<file path="src/rtl/control_sequencer_if.sv">
// Control bundle between the mini-SRC sequencer (master) and the System datapath (slave).
// Carries the instruction register and every datapath strobe.
interface control_sequencer_if #(
  parameter int DATA_WIDTH = 32,
  parameter int OPCODE_W   = 5
);
  logic [DATA_WIDTH-1:0] IR;
  logic PCout, IncPC, PCin;
  logic MARin, MDRin, MDRout, IRin;
  logic Zin, Zlo_out, Yin, Cout;
  logic Gra, Grb, Rin, Rout, BAout;
  logic HIout, LOout;
  logic Mem_Read, Mem_Write, Mem_enable512x32;
  logic [OPCODE_W-1:0] opcode;
  logic Run;

  modport master (
    input  IR,
    output PCout, IncPC, PCin, MARin, MDRin, MDRout, IRin,
    output Zin, Zlo_out, Yin, Cout, Gra, Grb, Rin, Rout, BAout,
    output HIout, LOout, Mem_Read, Mem_Write, Mem_enable512x32, opcode, Run
  );

  modport slave (
    output IR,
    input  PCout, IncPC, PCin, MARin, MDRin, MDRout, IRin,
    input  Zin, Zlo_out, Yin, Cout, Gra, Grb, Rin, Rout, BAout,
    input  HIout, LOout, Mem_Read, Mem_Write, Mem_enable512x32, opcode, Run
  );
endinterface

</file>
<file path="src/rtl/control_sequencer.sv">
// Hardwired Moore control unit for mini-SRC: fetch T0-T2, execute T3-T7, outputs decoded from state and IR[31:27].
// Optional single-step mode: define CTRL_SINGLE_STEP_EN to add the Step input and the WAIT state.
module control_sequencer #(
  parameter int DATA_WIDTH = 32,
  parameter int OPCODE_W   = 5
) (
  input  logic Clock,
  input  logic clear,
`ifdef CTRL_SINGLE_STEP_EN
  input  logic Step,
`endif
  control_sequencer_if.master bus
);

  localparam logic [OPCODE_W-1:0] OP_LD   = 5'b00000;
  localparam logic [OPCODE_W-1:0] OP_LDI  = 5'b00001;
  localparam logic [OPCODE_W-1:0] OP_ST   = 5'b00010;
  localparam logic [OPCODE_W-1:0] OP_ADDI = 5'b01100;
  localparam logic [OPCODE_W-1:0] OP_ANDI = 5'b01101;
  localparam logic [OPCODE_W-1:0] OP_ORI  = 5'b01110;
  localparam logic [OPCODE_W-1:0] OP_MFHI = 5'b11000;
  localparam logic [OPCODE_W-1:0] OP_MFLO = 5'b11001;
  localparam logic [OPCODE_W-1:0] OP_HALT = 5'b11011;

  localparam logic [OPCODE_W-1:0] ALU_ADD = 5'b00011;
  localparam logic [OPCODE_W-1:0] ALU_AND = 5'b00101;
  localparam logic [OPCODE_W-1:0] ALU_OR  = 5'b00110;

  typedef enum logic [3:0] {
    S_RST, S_T0, S_T1, S_T2, S_T3, S_T4, S_T5, S_T6, S_T7, S_HALT
`ifdef CTRL_SINGLE_STEP_EN
    , S_WAIT
`endif
  } state_t;

`ifdef CTRL_SINGLE_STEP_EN
  localparam state_t S_DONE = S_WAIT;
`else
  localparam state_t S_DONE = S_T0;
`endif

  state_t state;

  logic [OPCODE_W-1:0] op;
  logic is_alu, is_ldi, is_ld, is_st, is_mem, uses_imm;
  logic [OPCODE_W-1:0] alu_code;

  // IR is stable from T3 until the next T2, so execute states decode it directly.
  assign op       = bus.IR[DATA_WIDTH-1 -: OPCODE_W];
  assign is_alu   = (op == OP_ADDI) || (op == OP_ANDI) || (op == OP_ORI);
  assign is_ldi   = (op == OP_LDI);
  assign is_ld    = (op == OP_LD);
  assign is_st    = (op == OP_ST);
  assign is_mem   = is_ld || is_st;
  assign uses_imm = is_alu || is_ldi || is_mem;

  always_comb begin
    alu_code = ALU_ADD;
    if (op == OP_ANDI)     alu_code = ALU_AND;
    else if (op == OP_ORI) alu_code = ALU_OR;
  end

  always_ff @(posedge Clock or posedge clear) begin
    if (clear) begin
      state <= S_RST;
    end else begin
      case (state)
        S_RST:  state <= S_T0;
        S_T0:   state <= S_T1;
        S_T1:   state <= S_T2;
        S_T2:   state <= S_T3;
        S_T3: begin
          if (op == OP_HALT)  state <= S_HALT;
          else if (uses_imm)  state <= S_T4;
          else                state <= S_DONE;
        end
        S_T4:   state <= S_T5;
        S_T5:   state <= is_mem ? S_T6 : S_DONE;
        S_T6:   state <= S_T7;
        S_T7:   state <= S_DONE;
        S_HALT: state <= S_HALT;
`ifdef CTRL_SINGLE_STEP_EN
        S_WAIT: state <= Step ? S_T0 : S_WAIT;
`endif
        default: state <= S_RST;
      endcase
    end
  end

  always_comb begin
    bus.PCout = 1'b0;  bus.IncPC = 1'b0;  bus.PCin = 1'b0;
    bus.MARin = 1'b0;  bus.MDRin = 1'b0;  bus.MDRout = 1'b0;  bus.IRin = 1'b0;
    bus.Zin = 1'b0;    bus.Zlo_out = 1'b0; bus.Yin = 1'b0;    bus.Cout = 1'b0;
    bus.Gra = 1'b0;    bus.Grb = 1'b0;    bus.Rin = 1'b0;     bus.Rout = 1'b0;
    bus.BAout = 1'b0;  bus.HIout = 1'b0;  bus.LOout = 1'b0;
    bus.Mem_Read = 1'b0; bus.Mem_Write = 1'b0; bus.Mem_enable512x32 = 1'b0;
    bus.opcode = '0;
    bus.Run = (state != S_RST) && (state != S_HALT);
    case (state)
      S_T0: begin
        bus.PCout = 1'b1; bus.MARin = 1'b1; bus.IncPC = 1'b1; bus.Zin = 1'b1;
      end
      S_T1: begin
        bus.Zlo_out = 1'b1; bus.PCin = 1'b1; bus.MDRin = 1'b1;
        bus.Mem_Read = 1'b1; bus.Mem_enable512x32 = 1'b1;
      end
      S_T2: begin
        bus.MDRout = 1'b1; bus.IRin = 1'b1;
      end
      S_T3: begin
        if (uses_imm) begin
          // ALU-immediate reads Rb; ld/ldi/st use the base-address path so r0 reads as zero.
          bus.Grb = 1'b1; bus.Yin = 1'b1;
          bus.Rout = is_alu; bus.BAout = !is_alu;
        end else if (op == OP_MFHI) begin
          bus.Gra = 1'b1; bus.HIout = 1'b1; bus.Rin = 1'b1;
        end else if (op == OP_MFLO) begin
          bus.Gra = 1'b1; bus.LOout = 1'b1; bus.Rin = 1'b1;
        end
      end
      S_T4: begin
        bus.Cout = 1'b1; bus.Zin = 1'b1; bus.opcode = alu_code;
      end
      S_T5: begin
        bus.Zlo_out = 1'b1;
        if (is_mem) bus.MARin = 1'b1;
        else begin
          bus.Gra = 1'b1; bus.Rin = 1'b1;
        end
      end
      S_T6: begin
        bus.MDRin = 1'b1;
        if (is_ld) begin
          bus.Mem_Read = 1'b1; bus.Mem_enable512x32 = 1'b1;
        end else begin
          bus.Gra = 1'b1; bus.Rout = 1'b1;
        end
      end
      S_T7: begin
        if (is_ld) begin
          bus.MDRout = 1'b1; bus.Gra = 1'b1; bus.Rin = 1'b1;
        end else begin
          bus.Mem_Write = 1'b1; bus.Mem_enable512x32 = 1'b1;
        end
      end
      default: ;
    endcase
  end

endmodule
</file>
<file path="src/flat_wrapper.sv">
// flat-port wrapper written by rule: the top's interface ports become plain ports
module control_sequencer_flat 
#(
  parameter int DATA_WIDTH = 32,
  parameter int OPCODE_W   = 5
)
  (Clock, clear, bus_IR, bus_PCout, bus_IncPC, bus_PCin, bus_MARin, bus_MDRin, bus_MDRout, bus_IRin, bus_Zin, bus_Zlo_out, bus_Yin, bus_Cout, bus_Gra, bus_Grb, bus_Rin, bus_Rout, bus_BAout, bus_HIout, bus_LOout, bus_Mem_Read, bus_Mem_Write, bus_Mem_enable512x32, bus_opcode, bus_Run);
  control_sequencer_if #(.DATA_WIDTH(DATA_WIDTH), .OPCODE_W(OPCODE_W)) bus_i ();
  input  logic Clock;
  input  logic clear;
  input wire logic [$bits(bus_i.IR)-1:0] bus_IR;
  output wire logic [$bits(bus_i.PCout)-1:0] bus_PCout;
  output wire logic [$bits(bus_i.IncPC)-1:0] bus_IncPC;
  output wire logic [$bits(bus_i.PCin)-1:0] bus_PCin;
  output wire logic [$bits(bus_i.MARin)-1:0] bus_MARin;
  output wire logic [$bits(bus_i.MDRin)-1:0] bus_MDRin;
  output wire logic [$bits(bus_i.MDRout)-1:0] bus_MDRout;
  output wire logic [$bits(bus_i.IRin)-1:0] bus_IRin;
  output wire logic [$bits(bus_i.Zin)-1:0] bus_Zin;
  output wire logic [$bits(bus_i.Zlo_out)-1:0] bus_Zlo_out;
  output wire logic [$bits(bus_i.Yin)-1:0] bus_Yin;
  output wire logic [$bits(bus_i.Cout)-1:0] bus_Cout;
  output wire logic [$bits(bus_i.Gra)-1:0] bus_Gra;
  output wire logic [$bits(bus_i.Grb)-1:0] bus_Grb;
  output wire logic [$bits(bus_i.Rin)-1:0] bus_Rin;
  output wire logic [$bits(bus_i.Rout)-1:0] bus_Rout;
  output wire logic [$bits(bus_i.BAout)-1:0] bus_BAout;
  output wire logic [$bits(bus_i.HIout)-1:0] bus_HIout;
  output wire logic [$bits(bus_i.LOout)-1:0] bus_LOout;
  output wire logic [$bits(bus_i.Mem_Read)-1:0] bus_Mem_Read;
  output wire logic [$bits(bus_i.Mem_Write)-1:0] bus_Mem_Write;
  output wire logic [$bits(bus_i.Mem_enable512x32)-1:0] bus_Mem_enable512x32;
  output wire logic [$bits(bus_i.opcode)-1:0] bus_opcode;
  output wire logic [$bits(bus_i.Run)-1:0] bus_Run;
  assign bus_i.IR = bus_IR;
  assign bus_PCout = bus_i.PCout;
  assign bus_IncPC = bus_i.IncPC;
  assign bus_PCin = bus_i.PCin;
  assign bus_MARin = bus_i.MARin;
  assign bus_MDRin = bus_i.MDRin;
  assign bus_MDRout = bus_i.MDRout;
  assign bus_IRin = bus_i.IRin;
  assign bus_Zin = bus_i.Zin;
  assign bus_Zlo_out = bus_i.Zlo_out;
  assign bus_Yin = bus_i.Yin;
  assign bus_Cout = bus_i.Cout;
  assign bus_Gra = bus_i.Gra;
  assign bus_Grb = bus_i.Grb;
  assign bus_Rin = bus_i.Rin;
  assign bus_Rout = bus_i.Rout;
  assign bus_BAout = bus_i.BAout;
  assign bus_HIout = bus_i.HIout;
  assign bus_LOout = bus_i.LOout;
  assign bus_Mem_Read = bus_i.Mem_Read;
  assign bus_Mem_Write = bus_i.Mem_Write;
  assign bus_Mem_enable512x32 = bus_i.Mem_enable512x32;
  assign bus_opcode = bus_i.opcode;
  assign bus_Run = bus_i.Run;
  control_sequencer #(.DATA_WIDTH(DATA_WIDTH), .OPCODE_W(OPCODE_W)) u_core (.Clock(Clock), .clear(clear), .bus(bus_i));
endmodule
</file>
<file path="config.mk">
export PLATFORM = sky130hd
export DESIGN_NAME = control_sequencer_flat
export DESIGN_NICKNAME = d
export VERILOG_FILES = /design/src/rtl/control_sequencer_if.sv /design/src/rtl/control_sequencer.sv /design/src/flat_wrapper.sv
export SDC_FILE = /design/constraint.sdc
export NUM_CORES = 1
export LEC_CHECK = 0
export ABC_AREA = 0
export CAP_MARGIN = 30
export CELL_PAD_IN_SITES_DETAIL_PLACEMENT = 1
export CELL_PAD_IN_SITES_GLOBAL_PLACEMENT = 1
export CORE_MARGIN = 2
export CORE_UTILIZATION = 18
export DETAILED_ROUTE_END_ITERATION = 16
export GPL_TIMING_DRIVEN = 0
export MAX_ROUTING_LAYER = met4
export PLACE_DENSITY_LB_ADDON = 0.1
export SLEW_MARGIN = 20
export SYNTH_ARGS = -nofsm -noshare
export SYNTH_HDL_FRONTEND = slang
export SYNTH_SLANG_ARGS = --single-unit
</file>
<file path="constraint.sdc">
create_clock -name Clock -period 2.4 [get_ports Clock]
set_clock_uncertainty 0.1 [all_clocks]
set_input_delay 0.48 -clock Clock [delete_from_list [all_inputs] [get_ports Clock]]
set_output_delay 0.48 -clock Clock [all_outputs]
set_load 0.02 [all_outputs]
</file>
Word-level counts from Yosys, hierarchy flattened --
Cells that the tools add are included.
Storage, ports and cells: register bits after elaboration 4, input port bits 34, memories 0, RAM bits 0, latch bits 0, word-level logic and storage cells 73, ROM bits 0, output and inout port bits 27
Operators by class: divide/modulo/power cells 0, bitwise gates (word level) 0, reduce and logical (&&, ||, !) cells 14, eq/ne operators 18, magnitude comparators 0, shift operators 0, add/sub/neg operators 0, multiplexer cells 40, multiply operators 0
Operator list (count):
- case mux 4 bit (9 select lines) | 1
- two-way mux 1 bit | 26
- equality test 4 x 3 -> 1 bit (second input constant) | 4
- equality test 5 x 4 -> 1 bit (second input constant) | 3
- equality test 5 bit (second input constant) | 3
- two-way mux 5 bit | 2
- two-way mux 3 bit | 3
- equality test 4 x 2 -> 1 bit (second input constant) | 2
- equality test 4 bit (second input constant) | 2
- case mux 1 bit (2 select lines) | 4
- OR reduction 2 bit | 4
- case mux 1 bit (3 select lines) | 2
- equality test 5 x 1 -> 1 bit (second input constant) | 1
- equality test 5 x 2 -> 1 bit (second input constant) | 1
- zero test 5 bit | 1
- logical OR 1 bit | 5
- equality test 4 x 1 -> 1 bit (second input constant) | 1
- zero test 4 bit | 1
- two-way mux 4 bit | 1
- inequality test 4 bit (second input constant) | 1
- case mux 1 bit (4 select lines) | 1
- nonzero test 4 bit | 1
- logical AND 1 bit | 1
- zero test 1 bit | 1

Depth between registers and ports, before layout --
Gate-level depths: netlist (run 1).
depth after elaboration 8, depth in mapped cells 5, gate-level depth less buffers 3

Least setup slack after synthesis (run 1) --
OpenSTA, ideal clock, no wires.
kind input-to-output, from in bus_IR[27], to out bus_Mem_enable512x32, path buffers 2, data required time 1820 ps, arrival time 1851 ps, cell stages on the path 5, slack -31 ps, cell sequence buf_6 > or4_4 > buf_6 > o31a_1 > o22ai_1
Between the ends: cells in the longest elaborated chain, start to end 3, elaborated cells on any way between the ends 4, those cells by class mux: 3; reduce/logical: 1
Ends and longest elaborated chain:
- start: declaration | RTL line flat_wrapper.sv:11 | input wire logic [$bits(bus_i.IR)-1:0] bus_IR;
- zero test 5 bit (*) | RTL line control_sequencer.sv:52 | assign is_ld = (op == OP_LD);
- two-way mux 1 bit, on equally long branches | RTL line control_sequencer.sv:140, control_sequencer.sv:133
- case mux 1 bit (3 select lines) (*) | RTL line control_sequencer.sv:99 | case (state)
- end: declaration | RTL line flat_wrapper.sv:32 | output wire logic [$bits(bus_i.Mem_enable512x32)-1:0] bus_Mem_enable512x32;
Every way passes the cells marked *; elsewhere a longest branch is shown, timed or not.

Final worst setup path (run 1) --
from in bus_IR[30], to out bus_Mem_enable512x32
The elaborated chain is that of the path after synthesis.

==> results of run 1 <==
==> critical path: stages <==
cell and delay (ns):
buf_2 0.14, or4_4 0.60, o31a_1 0.29, o22ai_2 0.11, buf_6 0.14
==> cell type report <==
| cell class | count | share of cell area, % |
|---|---|---|
| repair buffers | 31 | 26.8 |
| inverters | 5 | 1.86 |
| clock buffers | 3 | 2.23 |
| multi-input cells | 69 | 46.3 |
| flip-flops and latches | 4 | 10.2 |
| well taps | 46 | 5.71 |
| plain buffers | 10 | 6.95 |
==> per-layer routing <==
layer  GRT usage (%)  wire length [um]
met3            1.27                94
met5               -                 0
met2            17.9               941
met1            15.7              1120
met4            4.17                 0
==> cell families (layout without fill, tap and decap cells) <==
kind of cell    after synthesis  in the layout  synth area share, %
compound gates               22             22                 24.9
mux                           1              1                 1.64
buf+inv                      17             49                 15.3
simple gates                 41             41                 36.8
flops                         4              4                 16.4
xor+xnor                      3              3                 4.30
other cells                   1              2                0.613
==> how the worst min path moves through the flow <==
stage	slack (ns)	endpoint
floorplan	0.15	u_core.state[0]$_DFF_PP0_
detailed placement	0.56	u_core.state[3]$_DFF_PP0_
finish	0.33	u_core.state[0]$_DFF_PP0_
global placement	0.56	u_core.state[3]$_DFF_PP0_
global route	0.33	u_core.state[1]$_DFF_PP0_
CTS	0.32	u_core.state[0]$_DFF_PP0_
==> what timing repair did <==
action	CTS	global route
setup buffers	1	1
gates resized for setup	55	20
endpoints found under the setup margin	25	17
pin swaps	2	3
==> cell usage in the layout (no fill, tap or decap), types with 2 or more instances in the layout <==
cell type	instances
a21oi_1	7
a31oi_1	2
buf_2	5
buf_4	9
buf_6	2
clkbuf_2	2
clkbuf_4	4
clkdlybuf4s15_1	4
clkdlybuf4s50_1	4
conb_1	2
dfrtp_1	2
dfrtp_2	2
dlygate4sd2_1	10
dlymetal6s2s_1	2
inv_1	5
nand2_1	7
nand2b_1	6
nand4_1	2
nor2_1	7
nor3_1	4
o22ai_1	3
or2_2	3
xnor2_1	2
==> metrics by stage <==
stage	worst slack (ns)	hold slack (ns)	utilization, %	power (uW)
6_report	0.0504	0.326	30.5	1180
5_1_grt	-0.0110	0.330	30.5	1280
2_1_floorplan	0.0127	0.146	-	730
3_3_place_gp	-0.881	0.560	29.3	1120
3_5_place_dp	-0.877	0.556	29.3	1120
4_1_cts	0.00723	0.320	29.9	1180
==> power by group <==
part / leakage (uW) / internal (uW) / switching, uW
registers: 0.0000473 / 103 / 51.2
logic: 0.000438 / 410 / 536
clock network: 0.0000138 / 55.8 / 25.1
total: 0.000499 / 569 / 613
==> results, run 1 <==
- The cell depth of the worst flop-to-flop path is 3.
- The total area of multi-input combinational cells is 467 um^2.
- Entering global routing, the biggest net connects 11 pins.
- After routing the design area is 1010 um^2.
- The initial standard-cell utilization of the core is 18.5%.
- After detailed placement, the design holds a cell count of 165.
- Clock tree synthesis found a total of 4 sinks.
- The leakage power is 0.000499 uW.
- The run finished with clean final reports.
- The final number of max-transition violations was 0.
- The most repeated cell in the gate-level netlist after synthesis is nor2_1.
- The internal reg-to-reg setup slack is 0.83 ns.
- During I/O placement, the number of pins put on the boundary was just over 60.
- Setup repair after global routing could not meet its margin everywhere.
- Along the worst path, the maximum fanout reaches 6.
- The die covers 3880 um^2.
- The total clock buffers created by CTS is 3.
- The growth of design area from synthesis to finish is 64.8%.
- The most critical setup path has its endpoint at bus_Mem_enable512x32.
- The number of warnings issued by yosys is 0.
- The setup TNS after final layout is 0 ns.
- The peak supply drop is 0.382 mV.
- The number of different library cells used by synthesis comes to 37.
- After the flow finishes, the layout carries non-filler instances totaling around 170.
- In this run the cell area measured after placement is 970 um^2.
- The cell count after synthesis is 89.
- The overflow left after global routing is 0.
- Buffers placed on the I/O ports in this run total 29.
- The count of nets left with antenna violations once routing finished came out at 0.
- In the final design database the tool counted between 150 and 200 nets.
- The largest registers in the layout are u_core.state x4.
- In this run the clock root is driven by a clkbuf_4.
- The tool flagged a number of max-cap violations equal to 0.
- The first global-routing pass estimated 3.64 mm of wire.
- The combined flip-flop and latch cell area is 103 um^2.
- The total number of vias is between 700 and 800.
- For the worst setup path, the data arrival time is 1.77 ns.
- The cell taking the most area after synthesis is dfrtp_1.
- The via count of the first global-routing pass is 766.
- The total count of hold-check failures in the final report came to 0.
- The placeable core region is approximately 3300 um^2.
- The category of the worst setup path capture point is a primary output.
- After detailed routing, the total wire length is 2.15 mm.
- For this block, the initial DRC count from the detailed router was 23.
- Routability-driven placement finished with a final weighted congestion of 0.729.
- Tracing the worst setup path back leads to its startpoint at bus_IR[30].
- The number of flops mapped to enable cells by yosys is 0.
- The floorplan has 21 rows.
- Dividing the detail-routed via count by the number of cells gives 4.35.
- The type of the tightest min-delay check is in2async.
- The register with the most flip-flops in the layout has 4 of them.
- Setup violations remaining at the end of the flow were counted as 0.
- The wire length per cell after detailed routing is between 10 and 15 um.
- The share of the Yosys chip area taken by registers is 16.4%.
- After filler insertion, the fill cell instance count of the layout stands at 438.
- STA puts the critical path data required time at 1.82 ns.
- The ratio of cells with drive above 1 in the final layout is 32.0%.
- The area share of the largest cell type after synthesis is 16.4%.
- The number of antenna violations at the first check in global routing was 0.
- The detailed-placement wirelength estimate is 1.66 mm.
- The category of the worst setup path launch point is an input port.
- The length of the first detailed-routing pass in iterations is 4.
- Counting instances in the post-synthesis netlist gives the leading cell types as 8 x nor2_1, 7 x a21oi_1, 7 x nand2_1, 7 x nand2b_1.
- Across every metal layer, demand over resource in global routing totals around 12%.
- The clock latency on the worst-skew pair is 0.23 ns.
- In this run the mean area of a mapped cell was 6.87 um^2.
- The combined area of all synthesized cells is 612 um^2.
- The worst path in the final design needs a cycle of 2.35 ns, including I/O delays and setup.
- TritonCTS built the clock tree.
- In this run the horizontal extent of the chip is between 60 and 70 um.
- The maximum level of the CTS H-tree is 1.
- In this run the critical register-to-register path is captured at u_core.state[3]$_DFF_PP0_.
- In this run the critical register-to-register path is launched from u_core.state[3]$_DFF_PP0_.
- The number of inserted diodes is 0.
- Among all flip-flop cells after synthesis, the most frequent one is dfrtp_1.
- The final period utilization is 97.9%.
- Dividing total power by cell area gives a power density of 1170 nW/um^2.
- For this run, design rule violations remaining after detail routing come to 0.
- For this run, asynchronously set or reset flops after synthesis account for 100%.
- The clock-pin slew on the worst setup and hold paths is 0.04 ns.
- After synthesis, the cell types taking the most area are dfrtp_1 16%, nand2b_1 7.2%, a21oi_1 5.7%, buf_4 4.9%, nor2_1 4.9%.
- The critical path start-end classification is in2out.
- The highest clock frequency the design can meet is 0.426 GHz.
- In this run the vertical extent of the chip is 62.3 um.
- The register bit count reported by yosys is 4.
- Hold repair after CTS inserted 0 buffers.
- u_core.state holds more flip-flops than any other register.
- The buffer levels on the longest clock path is 2.
Note: power is estimated with default switching activity, not from simulation.
==> run 2, diff against run 1 <==
--- a/config.mk
+++ b/config.mk
@@ -11,11 +11,11 @@
 export CELL_PAD_IN_SITES_GLOBAL_PLACEMENT = 1
 export CORE_MARGIN = 2
 export CORE_UTILIZATION = 18
+export CTS_CLUSTER_DIAMETER = 150
 export DETAILED_ROUTE_END_ITERATION = 16
 export GPL_TIMING_DRIVEN = 0
 export MAX_ROUTING_LAYER = met4
 export PLACE_DENSITY_LB_ADDON = 0.1
-export SLEW_MARGIN = 20
 export SYNTH_ARGS = -nofsm -noshare
 export SYNTH_HDL_FRONTEND = slang
 export SYNTH_SLANG_ARGS = --single-unit
==> results of run 2 <==
The final DEF is identical to that of run 1; final timing and power are the same.
==> patch (settings of run 1) <==
`OPCODE_W` is set to 5 in 3 places; all go to 10.
--- a/src/rtl/control_sequencer_if.sv
+++ b/src/rtl/control_sequencer_if.sv
@@ -4,3 +4,3 @@
   parameter int DATA_WIDTH = 32,
-  parameter int OPCODE_W   = 5
+  parameter int OPCODE_W   = 10
 );
--- a/src/rtl/control_sequencer.sv
+++ b/src/rtl/control_sequencer.sv
@@ -4,3 +4,3 @@
   parameter int DATA_WIDTH = 32,
-  parameter int OPCODE_W   = 5
+  parameter int OPCODE_W   = 10
 ) (
--- a/src/flat_wrapper.sv
+++ b/src/flat_wrapper.sv
@@ -4,3 +4,3 @@
   parameter int DATA_WIDTH = 32,
-  parameter int OPCODE_W   = 5
+  parameter int OPCODE_W   = 10
 )
Ports: changed (resized bus_opcode); port bits go from 61 to 66. The function was not compared with the original's and may differ.
==> patch against run 1 <==
- the flow now finishes with violations (negative setup slack)
- cell count rose by 15%
- power fell by 11%
- area after synthesis rose by 4.9%
- routed wire length rose by 5.8%
- global-route usage rose by 0.13 points
- sequential cell count did not move
- final area rose by 20%
- die area rose by 4.6%
- setup slack got worse by 0.077 ns
- critical endpoint is now bus_Rin
==> patch: results (changes against run 1) <==
[sta] total setup violations reported at the end of the flow 1 [+1]
[power] Static Leakage 0.700 nW [+40%]
[clock_network] post-CTS repair timing setup buffer count 5 [+4]
[sta] worst setup margin -0.0261 ns [-0.0765 ns]
[placed_design] quantity of I/O buffers inserted on ports 34 [+17%]
[synthesis] unique cell type count in the Yosys netlist 34 [-8.1%]
[finish] Storage cell area 101 µm² [-1.2%]
[route] initial drt markers 30 [+30%]
[synthesis] sequential fraction of the synthesis area 15.6% [-0.77 points]
[finish] non-clock inverter count in the final layout 9 [+4]
[run_status] status complete, but fails checks
[route] routed wl met2 1.16 mm [+23%]
[power] sum of internal, switching and leakage power 0.00105 W [-11%]
[run_status] failing checks negative setup slack
[power] clock group total power 0.0000811 W [about the same]
[placed_design] global placer's final weighted congestion 0.719 [-1.5%]
[finish] clock network area share 1.86% [-0.37 points]
[finish] fraction of area in non-clock buffers 38.3% [+4.6 points]
[global_route] GR Layer Usage met3 0.893% [-0.38 points]
[route] total met3 wirelength after detailed routing 115 µm [+22%]
[finish] count of nets after finishing 184 [+16%]
[global_route] global-route wire length before repair 3.77 mm [+3.6%]
[finish] proportion of cell area occupied by registers 8.39% [-1.8 points]
[route] mean routed wirelength per cell 11.8 µm [-8.3%]
[synthesis] cells taking the most area after synthesis sky130_fd_sc_hd__dfrtp_1 16%, sky130_fd_sc_hd__buf_4 11%, sky130_fd_sc_hd__nor2_1 8.2%
==> patch: final timing paths <==
kind                            cells past startpoint  slack [ns]       startpoint              end
worst max-delay path                                5       -0.03  u_core.state[2]          bus_Rin
worst min register to register                      2        0.61  u_core.state[0]  u_core.state[0]
worst min-delay path                                2        0.33            clear  u_core.state[3]
min in group Clock                                  3        0.59       bus_IR[22]  u_core.state[3]
worst max register to register                      5        0.97  u_core.state[1]  u_core.state[3]
max in group asynchronous                           2        1.71            clear  u_core.state[0]
==> patch: cell families (layout without fill, tap and decap cells) <==
| logic type | Yosys count | in the layout | share of synthesized area [%] |
|---|---|---|---|
| AOI/OAI and AO/OA | 13 | 13 | 12.9 |
| other | 1 | 7 | 0.584 |
| muxes | 2 | 2 | 3.12 |
| xor gates and xnor gates | 3 | 3 | 4.09 |
| buffers and inverters | 24 | 71 | 21.2 |
| DFF | 4 | 4 | 15.6 |
| and+or+nand+nor | 48 | 48 | 42.5 |
